**config.mk**
```make
export PLATFORM = sky130hd
export DESIGN_NAME = seq_bit_serializer
export DESIGN_NICKNAME = d
export VERILOG_FILES = /design/src/rtl/seq_det_pkg.sv /design/src/rtl/seq_bit_serializer.sv
export SDC_FILE = /design/constraint.sdc
export NUM_CORES = 1
export LEC_CHECK = 0
export CAP_MARGIN = 10
export CORE_MARGIN = 2
export CORE_UTILIZATION = 60
export CTS_BUF_LIST = sky130_fd_sc_hd__clkbuf_8
export CTS_CLUSTER_SIZE = 30
export DETAILED_ROUTE_END_ITERATION = 10
export GPL_TIMING_DRIVEN = 1
export PLACE_DENSITY_LB_ADDON = 0.12
export SLEW_MARGIN = 5
export SYNTH_ARGS = -nofsm -noshare
export SYNTH_HDL_FRONTEND = slang
export SYNTH_SLANG_ARGS = --single-unit
```
**constraint.sdc**
```tcl
create_clock -name clk -period 4.6 [get_ports clk]
set_input_delay 0.92 -clock clk [delete_from_list [all_inputs] [get_ports clk]]
set_output_delay 0.92 -clock clk [all_outputs]
set_load 0.05 [all_outputs]
```
**src/rtl/seq_det_pkg.sv**
```systemverilog
// Shared types and constants for the 1001 detector slice and its serial feeder.
// The counter-width helper lets parameterised modules size their bit counters consistently.
package seq_det_pkg;

  typedef enum logic {
    IDLE  = 1'b0,
    SHIFT = 1'b1
  } state_t;

  localparam int         DEFAULT_WIDTH = 8;
  localparam int         CNT_W         = $clog2(DEFAULT_WIDTH);
  localparam logic [3:0] PATTERN_1001  = 4'b1001;

  function automatic int cnt_width(input int w);
    return (w < 2) ? 1 : $clog2(w);
  endfunction

endpackage

```
**src/rtl/seq_bit_serializer.sv**
```systemverilog
// Parallel-to-serial feeder for the 1001 detector: first bit one cycle after accept, one bit per clock.
// Backpressure: load_ready drops only while the one-word pending buffer is full; the serial side never stalls.
module seq_bit_serializer
  import seq_det_pkg::*;
#(
  parameter int   WIDTH     = 8,
  parameter bit   MSB_FIRST = 1'b1,
  parameter logic IDLE_BIT  = 1'b0
) (
  input  logic             clk,
  input  logic             rst_n,
  input  logic             load_valid,
  output logic             load_ready,
  input  logic [WIDTH-1:0] load_data,
  output logic             x_out,
  output logic             x_valid,
  output logic             x_last,
  output logic             busy
);

  localparam int            CW      = cnt_width(WIDTH);
  localparam logic [CW-1:0] CNT_MAX = CW'(WIDTH - 1);

  state_t           state_q, state_d;
  logic [WIDTH-1:0] shreg_q, shreg_d;
  logic [WIDTH-1:0] pend_q, pend_d;
  logic             pend_vld_q, pend_vld_d;
  logic [CW-1:0]    cnt_q, cnt_d;
  logic [WIDTH-1:0] shifted;
  logic             accept;
  logic             last_bit;

  assign accept   = load_valid && load_ready;
  assign last_bit = (state_q == SHIFT) && (cnt_q == '0);
  assign shifted  = MSB_FIRST ? {shreg_q[WIDTH-2:0], 1'b0} : {1'b0, shreg_q[WIDTH-1:1]};

  always_ff @(posedge clk or negedge rst_n) begin
    if (!rst_n) begin
      state_q <= IDLE;
    end else begin
      state_q <= state_d;
    end
  end

  always_comb begin
    state_d = state_q;
    case (state_q)
      IDLE:    if (accept) state_d = SHIFT;
      SHIFT:   if (last_bit && !pend_vld_q && !accept) state_d = IDLE;
      default: state_d = IDLE;
    endcase
  end

  // Last-bit edge reloads from pending first, then from a same-edge accept (bypass), else drains.
  always_comb begin
    shreg_d    = shreg_q;
    cnt_d      = cnt_q;
    pend_d     = pend_q;
    pend_vld_d = pend_vld_q;
    if (state_q == IDLE) begin
      if (accept) begin
        shreg_d = load_data;
        cnt_d   = CNT_MAX;
      end
    end else if (last_bit) begin
      if (pend_vld_q) begin
        shreg_d    = pend_q;
        cnt_d      = CNT_MAX;
        pend_vld_d = 1'b0;
      end else if (accept) begin
        shreg_d = load_data;
        cnt_d   = CNT_MAX;
      end else begin
        shreg_d = '0;
        cnt_d   = '0;
      end
    end else begin
      shreg_d = shifted;
      cnt_d   = cnt_q - CW'(1);
      if (accept) begin
        pend_d     = load_data;
        pend_vld_d = 1'b1;
      end
    end
  end

  always_ff @(posedge clk or negedge rst_n) begin
    if (!rst_n) begin
      shreg_q    <= '0;
      cnt_q      <= '0;
      pend_q     <= '0;
      pend_vld_q <= 1'b0;
    end else begin
      shreg_q    <= shreg_d;
      cnt_q      <= cnt_d;
      pend_q     <= pend_d;
      pend_vld_q <= pend_vld_d;
    end
  end

  always_comb begin
    load_ready = (state_q == IDLE) || !pend_vld_q;
    x_valid    = (state_q == SHIFT);
    x_last     = last_bit;
    busy       = (state_q == SHIFT) || pend_vld_q;
    x_out      = IDLE_BIT;
    if (state_q == SHIFT) x_out = MSB_FIRST ? shreg_q[WIDTH-1] : shreg_q[0];
  end

endmodule
```
After elaboration in Yosys (flattened, before gate mapping)
Cells that the tools add are included.

word-level totals
  bits in registers = 21
  bits of input ports = 11

cells by class
  bitwise logic cells = 2
  add/sub/neg operators = 1
  reduce and logical (&&, ||, !) cells = 13
  multiplexer cells = 16

operators by type and width
  kind                                                                number
  8-bit 2-to-1 mux                                                    5
  3-bit 2-to-1 mux                                                    5
  1-bit 2-to-1 mux                                                    5
  1-bit logical AND                                                   4
  2-bit nonzero test                                                  2
  3-bit logical NOT                                                   1
  3-bit AND reduction                                                 1
  3-bit by 1-bit subtractor with 3-bit output, second input constant  1
  1-bit logical NOT                                                   2
  1-bit logical OR                                                    2
  1-bit inverter                                                      2
  1-bit one-hot mux with 2 select lines                               1
  2-bit AND reduction                                                 1

Logic depth before layout (Yosys ltp)
Gate-level depths: netlist (run 1).

  word-level depth = 7
  mapped depth = 6
  mapped depth without buffers = 5

Worst setup path before layout (run 1)
OpenSTA, ideal clock, no wires.

  path kind = reg2out
  start point = register state_q, in the netlist x_valid
  end point = output port x_out
  slack = 2,094 ps
  buffers on the path = 2
  arrival = 1,586 ps
  data required time = 3,680 ps
  stages on the path, launching flop included = 4
  cells stage by stage = dfrtp_1 > buf_2 > clkbuf_1 > and2_1

between the ends
  word-level cells in the longest chain between the ends = 1

RTL lines
  element                 line                       source
  start, declared         seq_bit_serializer.sv:24   state_t state_q, state_d;
  start signal, assigned  seq_bit_serializer.sv:41   state_q <= state_d;
  1-bit 2-to-1 mux        seq_bit_serializer.sv:107  if (state_q == SHIFT) x_out = MSB_FIRST ? shreg_q[WIDTH-1] : shreg_q[0];
  end, declared           seq_bit_serializer.sv:15   output logic x_out,

No other way between the ends.

Final worst setup path (run 1)
  start point = register state_q, in the netlist x_valid
  end point = output port x_last

between the ends
  word-level cells in the longest chain between the ends = 1

RTL lines
  element            line                      source
  1-bit logical AND  seq_bit_serializer.sv:34  assign last_bit = (state_q == SHIFT) && (cnt_q == '0);
  end, declared      seq_bit_serializer.sv:17  output logic x_last,

No other way between the ends.

==> results of run 1 <==
==> metrics by stage <==
step | util [%] | hold slack (ns) | cell area, µm²
2_1_floorplan | - | 0.475 | 1170
3_3_place_gp | 68.9 | 0.486 | 1310
6_report | 71.3 | 0.513 | 1360
5_1_grt | 71.3 | 0.532 | 1360
3_5_place_dp | 68.9 | 0.497 | 1310
4_1_cts | 71.3 | 0.515 | 1360
==> cell type report <==
type	instances	area [µm²]	area share [%]
inverter	3	11.3	0.830
multi-input combinational	83	591	43.5
clock inverter	1	3.75	0.277
tap	27	33.8	2.49
timing repair buffer	15	150	11.1
sequential	21	526	38.7
clock buffer	3	41.3	3.04
==> cells in the mapped netlist (all sizes together) <==
cell    number  area share [%]
a211oi       1            0.64
nor4b        1            0.75
nand2        9             2.9
o22a         7             5.2
mux2i        7             6.0
mux2         9             8.6
clkbuf       4             1.3
ha           2             2.1
o211ai       1            0.64
nor2b        8             4.5
nand2b       2             1.1
inv          3            0.96
a21oi        5             2.1
nor3         2             1.8
a21o         4             2.7
o22ai        7             3.7
and2         1            0.53
or2          2             1.1
o21ai        2            0.85
and3b        1            0.85
or2b         1            0.75
nor2        11             3.5
buf          4             2.8
dfrtp       21              45
==> registers in the layout, indices dropped and copies added, names as in the netlist <==
signal / cells
pend_vld_q: 1
cnt_q: 3
shreg_q: 8
x_valid: 1
pend_q: 8
==> routing by layer <==
metal | global-route usage [%] | up-vias | wire (µm)
met1 | 25.6 | 418 | 972
met2 | 34.2 | 21 | 1060
met5 | 0 | - | 0
met4 | 7.03 | 0 | 8
li1 | - | 426 | -
met3 | 3.33 | 2 | 87
==> report_power, final <==
group	internal, µW	leakage (µW)	switching [µW]
Sequential	262	0.000256	72.5
Combinational	172	0.000342	145
Clock	59.4	0.0000269	57.7
==> cells by family after synthesis <==
group	synth area share (%)
mux	14.6
simple gates	17.7
buf+inv	5.00
fa+ha+maj	2.13
flops	44.7
compound gates	15.9
==> final timing paths <==
path | start | to | cells past startpoint
worst max-delay path | x_valid$_DFF_PN0_ | x_last | 2
worst min-delay path | pend_q[0]$_DFFE_PN0P_ | pend_q[0]$_DFFE_PN0P_ | 1
worst max register to register | x_valid$_DFF_PN0_ | pend_q[1]$_DFFE_PN0P_ | 3
worst min register to register | pend_q[0]$_DFFE_PN0P_ | pend_q[0]$_DFFE_PN0P_ | 1
max in group asynchronous | rst_n | pend_q[0]$_DFFE_PN0P_ | 1
min in group asynchronous | rst_n | pend_q[7]$_DFFE_PN0P_ | 1
==> results.sh, run 1 <==
export IMPL_finalClockSkew_ns=0.00373
export IMPL_detail_route_antenna_nets=0
export IMPL_p_per_area_nw_per_um2=567
export IMPL_slowest_delay_ns=0.86
export IMPL_critPathKind="register to output port"
export IMPL_synth_seq_cells=21
export IMPL_seq_area_frac_synth_pct=44.7
export IMPL_path_clk_slew_ns=0.08
export IMPL_required_ns=3.68
export IMPL_syn_inst=115
export IMPL_dp_cells=149
export IMPL_first_global_vias=753
export IMPL_drt_pass1_iterations=4
export IMPL_tightestPinTransition_ns=0.918
export IMPL_rsz0062_at_grt="false"
export IMPL_layout_nets=140
export IMPL_syn_area_per_cell_um2=10.2
export IMPL_layout_drive_gt1_share_pct=15.1
export IMPL_grt_pass1_wl_um=3230
export IMPL_fin_crit_sh_pct=69.1
export IMPL_dpl_hpwl_um=1410
export IMPL_routed_wl_um=2130
export IMPL_die_h_um=48.3
export IMPL_final_instance_count_excl_fill=153
export IMPL_rows=16
export IMPL_clockRootBuffer="clkbuf_8"
export IMPL_drv_slew=0
export IMPL_fmax_mhz=314
export IMPL_yosys_warnings=0
export IMPL_drv_cap=0
export IMPL_cts_resized_gates=0
export IMPL_cp_data_arrival_time_ns=2.26
export IMPL_finalCriticalPeriod_ns=3.18
export IMPL_fin_tns_setup_ns=0
export IMPL_holdCritPathClass="register to register"
export IMPL_vias_per_cell=5.67
export IMPL_finalHoldViolations=0
export IMPL_syn_nets=128
export IMPL_clk_latency_ns=0.26
export IMPL_cts_path_max_buffers=2
export IMPL_synthToLayoutAreaGrowth_pct=15.4
export IMPL_htree_num_levels=1
export IMPL_numCtsBuffers=3
export IMPL_final_common_cell="dfrtp_1"
export IMPL_antenna_found_initial=0
export IMPL_path_delay_family="flip-flops"
export IMPL_port_buffers=15
export IMPL_power_uw=769
export IMPL_syn_area_um2=1170
export IMPL_cp_slowest_cell="dfrtp_1"
export IMPL_dieArea_um2=2330
export IMPL_core_area_um2=1900
export IMPL_drtIter0Drc=25
export IMPL_grt_overflow=0
export IMPL_status="completed"
export IMPL_finalSetupViolCount=0
export IMPL_leakagePower_uw=0.000625
export IMPL_layout_setup_ws_ns=1.42
export IMPL_die_x_um=48.3
export IMPL_mostFrequentLayoutCells="21 x dfrtp_1, 15 x clkdlybuf4s50_1, 11 x nor2_1"
export IMPL_grt_usage_pct=20.1
export IMPL_fillCellCount=149
export IMPL_pre_cts_slack_ns=1.73
export IMPL_hold_buffers=0
export IMPL_critPathBufInv=1
export IMPL_grt_max_degree=29
export IMPL_wl_per_cell_um=13.9
export IMPL_ir_worst_vdd_mv=0.313
export IMPL_synth_cell_types=29
export IMPL_path_cells="and3b_2 > clkdlybuf4s50_1"
export IMPL_cts_setup_buffers=0
export IMPL_start_util_pct=61.8
export IMPL_gp_congestion=0.756
export IMPL_slew_limit_headroom_pct=38.6
export IMPL_cts_tree="done"
export IMPL_antenna_cells=0
export IMPL_drc=0
export IMPL_cts_sinks=21
export IMPL_reg2reg_slack_ns=2.64
export IMPL_endpoint_kind="output port"
export IMPL_cp_start_kind="register"
export IMPL_pin_count=16
export IMPL_vias=867
export IMPL_critPathMaxFanout=28
Power figures use the tool's default switching activity.
==> run 2: changes to the inputs <==
CORE_UTILIZATION = 50   (was 60)
clock period = 2.7 ns   (was 4.6 ns; I/O delays follow)
==> results.sh, run 2 (same netlist as run 1, synthesis figures left out) <==
export IMPL_status="completed"
export IMPL_gp_congestion=0.743
export IMPL_grt_pass1_wl_um=3920
export IMPL_wl_met1_um=1080
export IMPL_clockRootBuffer="clkbuf_8"
export IMPL_dr_wl_met3_um=63
export IMPL_slowest_delay_ns=0.70
export IMPL_critPathKind="register to output port"
export IMPL_finalSetupViolCount=0
export IMPL_core_area_um2=2210
export IMPL_antenna_found_initial=0
export IMPL_die_x_um=52.5
export IMPL_cts_sinks=21
export IMPL_grt_max_degree=22
export IMPL_mostFrequentLayoutCells="21 x dfrtp_1, 14 x clkdlybuf4s50_1, 11 x nor2_1"
export IMPL_cts_setup_buffers=0
export IMPL_fillCellCount=194
export IMPL_htree_num_levels=1
export IMPL_detail_route_antenna_nets=0
export IMPL_p_per_area_nw_per_um2=953
export IMPL_min_delay_start="pend_q[6]$_DFFE_PN0P_"
export IMPL_leakagePower_uw=0.000650
export IMPL_vias_per_cell=5.60
export IMPL_hold_buffers=0
export IMPL_final_util_pct=63.0
export IMPL_finalClockSkew_ns=0.000530
export IMPL_fmax_mhz=427
export IMPL_routed_wl_um=2210
export IMPL_wl_met2_um=1020
export IMPL_dpl_hpwl_um=1510
export IMPL_endpoint_kind="output port"
export IMPL_slew_limit_headroom_pct=59.6
export IMPL_routed_top_layer="met4"
export IMPL_power_uw=1330
export IMPL_drt_pass1_iterations=4
export IMPL_synthToLayoutAreaGrowth_pct=18.5
export IMPL_numCtsBuffers=3
export IMPL_finalHoldViolations=0
export IMPL_cts_path_max_buffers=2
export IMPL_fin_tns_setup_ns=0
export IMPL_cts_tree="done"
export IMPL_rsz0062_at_grt="false"
export IMPL_path_clk_slew_ns=0.07
export IMPL_pin_count=16
export IMPL_grt_overflow=0
export IMPL_drv_slew=0
export IMPL_dp_cells=155
export IMPL_holdCritPathClass="register to register"
export IMPL_cp_slowest_cell="clkdlybuf4s50_1"
export IMPL_rows=17
export IMPL_required_ns=2.16
export IMPL_cts_resized_gates=0
export IMPL_finalCriticalPeriod_ns=2.34
export IMPL_critPathMaxFanout=10
export IMPL_wl_per_cell_um=13.9
export IMPL_die_h_um=52.5
export IMPL_final_common_cell="dfrtp_1"
export IMPL_clk_latency_ns=0.26
export IMPL_reg2reg_from="cnt_q[0]$_DFFE_PN0P_"
export IMPL_dieArea_um2=2750
export IMPL_tightestPinTransition_ns=0.602
export IMPL_final_instance_count_excl_fill=159
export IMPL_fin_hold_ws_ns=0.508
export IMPL_layout_drive_gt1_share_pct=19.1
export IMPL_path_cells="buf_4 > or2_2 > clkdlybuf4s50_1"
export IMPL_port_buffers=15
export IMPL_start_util_pct=53.1
export IMPL_ir_worst_vdd_mv=0.637
export IMPL_crit_start="x_valid$_DFF_PN0_"
export IMPL_grt_usage_pct=19.8
export IMPL_drtIter0Drc=11
export IMPL_antenna_cells=0
export IMPL_drv_cap=0
export IMPL_cp_data_arrival_time_ns=1.80
export IMPL_first_global_vias=884
export IMPL_vias=890
export IMPL_layout_nets=145
export IMPL_fin_crit_sh_pct=86.6
export IMPL_cp_start_kind="register"
export IMPL_drc=0
export IMPL_reg_top3="pend_q (8), shreg_q (8), cnt_q (3)"
-- run 2: worst paths after layout --
check	endpoint	slack, ns	cells after the start
min	pend_q[6]$_DFFE_PN0P_	0.51	1
max in group asynchronous	pend_q[5]$_DFFE_PN0P_	1.86	2
min in group asynchronous	shreg_q[2]$_DFFE_PN0P_	0.62	2
min reg2reg	pend_q[6]$_DFFE_PN0P_	0.51	1
max	busy	0.36	3
max reg2reg	pend_q[0]$_DFFE_PN0P_	0.85	5
-- run 2: area by class of cell --
cell class / instances / area (µm²) / area share [%]
multi-input combinational: 83 / 591 / 42.4
inverter: 3 / 11.3 / 0.809
tap: 28 / 35.0 / 2.52
clock inverter: 1 / 3.75 / 0.270
sequential: 21 / 526 / 37.7
timing repair buffer: 20 / 185 / 13.3
clock buffer: 3 / 41.3 / 2.96
-- run 2: per-stage QoR --
stage	worst slack [ns]	cell area (µm²)
final	0.360	1390
after global routing	0.310	1390
after CTS	0.356	1390
after detailed placement	0.653	1350
after global placement	0.652	1350
after floorplan	0.574	1170
-- run 2: layer usage --
layer  vias to the layer above  GRT usage, %
met2                        13          33.3
met3                         5          3.43
li1                        438             -
met5                         -             0
met4                         0          8.97
met1                       434          24.6
-- run 2: worst max-delay path, delay by kind of cell (launching register included) --
kind / cells / cell delay (ns)
buf+inv: 2 / 0.86
flops: 1 / 0.38
simple gates: 1 / 0.29
-- run 2: power by group --
| part | internal, µW | switching (µW) |
|---|---|---|
| registers | 447 | 89.9 |
| clock network | 101 | 102 |
| logic | 304 | 283 |
==> variant, RTL diff (flow settings as in run 1) <==
Reset style: synchronous (`rst_n`), changed in 2 clocked blocks.
--- a/src/rtl/seq_bit_serializer.sv
+++ b/src/rtl/seq_bit_serializer.sv
@@ -34,7 +34,7 @@
   assign last_bit = (state_q == SHIFT) && (cnt_q == '0);
   assign shifted  = MSB_FIRST ? {shreg_q[WIDTH-2:0], 1'b0} : {1'b0, shreg_q[WIDTH-1:1]};
 
-  always_ff @(posedge clk or negedge rst_n) begin
+  always_ff @(posedge clk) begin
     if (!rst_n) begin
       state_q <= IDLE;
     end else begin
@@ -84,7 +84,7 @@
     end
   end
 
-  always_ff @(posedge clk or negedge rst_n) begin
+  always_ff @(posedge clk) begin
     if (!rst_n) begin
       shreg_q    <= '0;
       cnt_q      <= '0;
Check against the original RTL: differs if rst_n is asserted again (counterexample within 4 cycles, from zero or initial values and one cycle with rst_n low); with rst_n held inactive, the same outputs for 10 cycles.
==> variant against run 1 <==
- sequential cell count stayed put
- area after synthesis is 7.1% lower
- cell area is 6.5% lower
- via count is 10% higher
- setup slack better by 0.094 ns
- wire length is 4.4% higher
- clock skew is 0.0016 ns higher
- synthesized cell count is 12% higher
Power is not compared: it rests on default switching activity, and its combinational part moved more than twofold at a synthesized area within 25%.
==> variant: results (changes against run 1) <==
Clock network
The buffer levels on the longest clock path is 2 (unchanged). The number of resized instances in the post-cts repair step is 0 (unchanged). The post-CTS setup buffer count is 0 (unchanged). The H-tree level count is 1 (unchanged). The number of buffers created by CTS was 3 (unchanged). The clock latency on the worst-skew pair is 0.26 ns (about the same). The clock input transition at the sequential cells of the worst setup and hold paths came to 0.08 ns (about the same). The root cell of the clock tree is sky130_fd_sc_hd__clkbuf_8.

Placement
The final weighted congestion of routability-driven global placement is 0.8008 (+5.9%). The total of buffers placed on input and output ports is 15 (unchanged). The post-placement setup slack is 1.812 ns (+0.07963 ns).

The detailed placer's ending HPWL is 1.553 mm (+10%).

Logic synthesis
After synthesis, the cell types taking the most area are sky130_fd_sc_hd__dfxtp_1 39%, sky130_fd_sc_hd__mux2i_1 14%, sky130_fd_sc_hd__o22a_1 5.6%. The sequential-to-total area share from yosys stat came to 38.53% (-6.2 points). In the synthesized netlist the dominant register cell turns out to be sky130_fd_sc_hd__dfxtp_1. The post-synthesis net count is 142 (+11%). The post-synthesis async set-or-reset flop share is 0% (-100 points). In the synthesized netlist, the cells that appear most often are 21 x sky130_fd_sc_hd__dfxtp_1, 16 x sky130_fd_sc_hd__nor2_1, 15 x sky130_fd_sc_hd__mux2i_1. The number of library cell types mapped by synthesis came to 29 (unchanged).

The number of synthesis warnings is 0 (unchanged).

Power
The power share of the combinational group is between 20% and 30%. The largest vdd supply drop is 0.0002224 V. The analysis attributes to cell leakage a power of around 0.48 nW. In this run switching power makes up between 20% and 30% of total power. Combinational cells consume a total of roughly 0.09 mW.

Sequential cells burn roughly 50% of the power.

Run status
The run finished with clean final reports.

Cells and area
The share of layout cells above drive strength 1 is 5.797% (-9.3 points). The largest registers in the layout are pend_q x8, shreg_q x8, cnt_q x3. The number of nets in the layout came to 152 (+8.6%).

The number of antenna cells inserted came to 0 (unchanged). The number of filler cells placed in the layout is 140 (-6.0%).

GRT
The maximum number of pins on one net before global-route repair is 29 (unchanged). The met2 routing resource usage after global routing is 40.28% (+6.1 points). The initial antenna violation count was 0 (unchanged). The met1 layer usage reported by global route came to 26.99% (+1.3 points).

The number of global-route vias before repair came to 853 (+13%). The global router's overall resource usage was 23.45% (+3.4 points). The wire length of the first global-routing pass was 3.560 mm (+10%). The met3 track demand over resource is 7.059% (+3.7 points).

Drt
The detail-routed via count per cell is 5.853 (+3.3%). The initial DRC count is 18 (-28%). The count of TritonRoute iterations in the first routing pass is 4 (unchanged). The aggregate routed wire length is 2.219 mm (+4.4%).

Hold path
The path class of the lowest-slack min-delay path is reg -> reg. The cell depth of the worst min-delay path came to 1 (unchanged).

Worst setup path
The arrival time reported for the critical path endpoint is 2.17 ns (-0.09 ns). The length in cells of the worst reg-to-reg path was 4 (+1). The maximum net fanout on the critical path is 28 (unchanged).

Timing
The relative slew slack is 48.18% (+9.6 points). The worst setup skew after layout came to 0.005345 ns (+0.001618 ns).
-- variant: kinds of logic (layout without fill, tap and decap cells) --
family                   count (synthesis)  count (layout)  share of synthesized area [%]
buffers and inverters                   14              23                          6.077
AO/OA/AOI/OAI                           36              36                          20.99
multiplexers                            15              15                          13.76
flip-flops                              21              21                          38.53
adder cells (fa/ha/maj)                  2               2                          2.293
AND/OR/NAND/NOR                         41              41                          18.35
-- variant: worst paths after layout --
check / from / slack, ns / end
setup / recovery: x_valid / 1.51 / x_last
hold / removal: shreg_q[7] / 0.48 / shreg_q[7]
setup reg to reg: x_valid / 2.66 / pend_q[6]
hold reg to reg: shreg_q[7] / 0.48 / shreg_q[7]
-- variant: cell type report --
type	count	area share (%)
multi-input combinational	94	47.68
tap	25	2.468
inverter	4	1.185
clock buffer	3	3.258
clock inverter	1	0.3949
sequential	21	33.17
timing repair buffer	15	11.85
-- variant: metrics by stage --
| step | cell area [µm²] | util [%] | cells |
|---|---|---|---|
| 2_1_floorplan | 1091 | - | 129 |
| 3_3_place_gp | 1221 | 70.72 | 159 |
| 3_5_place_dp | 1221 | 70.72 | 159 |
| 4_1_cts | 1267 | 73.41 | 163 |
| 5_1_grt | 1267 | 73.41 | 163 |
| 6_report | 1267 | 73.41 | 163 |
-- variant: critical path, cell delays in order (launching register included) --
cell and delay [ns]:
sky130_fd_sc_hd__dfxtp_1 0.82, sky130_fd_sc_hd__and2_1 0.27, sky130_fd_sc_hd__clkdlybuf4s50_1 0.81
-- variant: metal layers --
metal	vias to the layer above	part of all wire, %
met1	453	45
met3	7	4.1
met4	0	1.8
met2	22	49
met5	-	0
li1	472	-
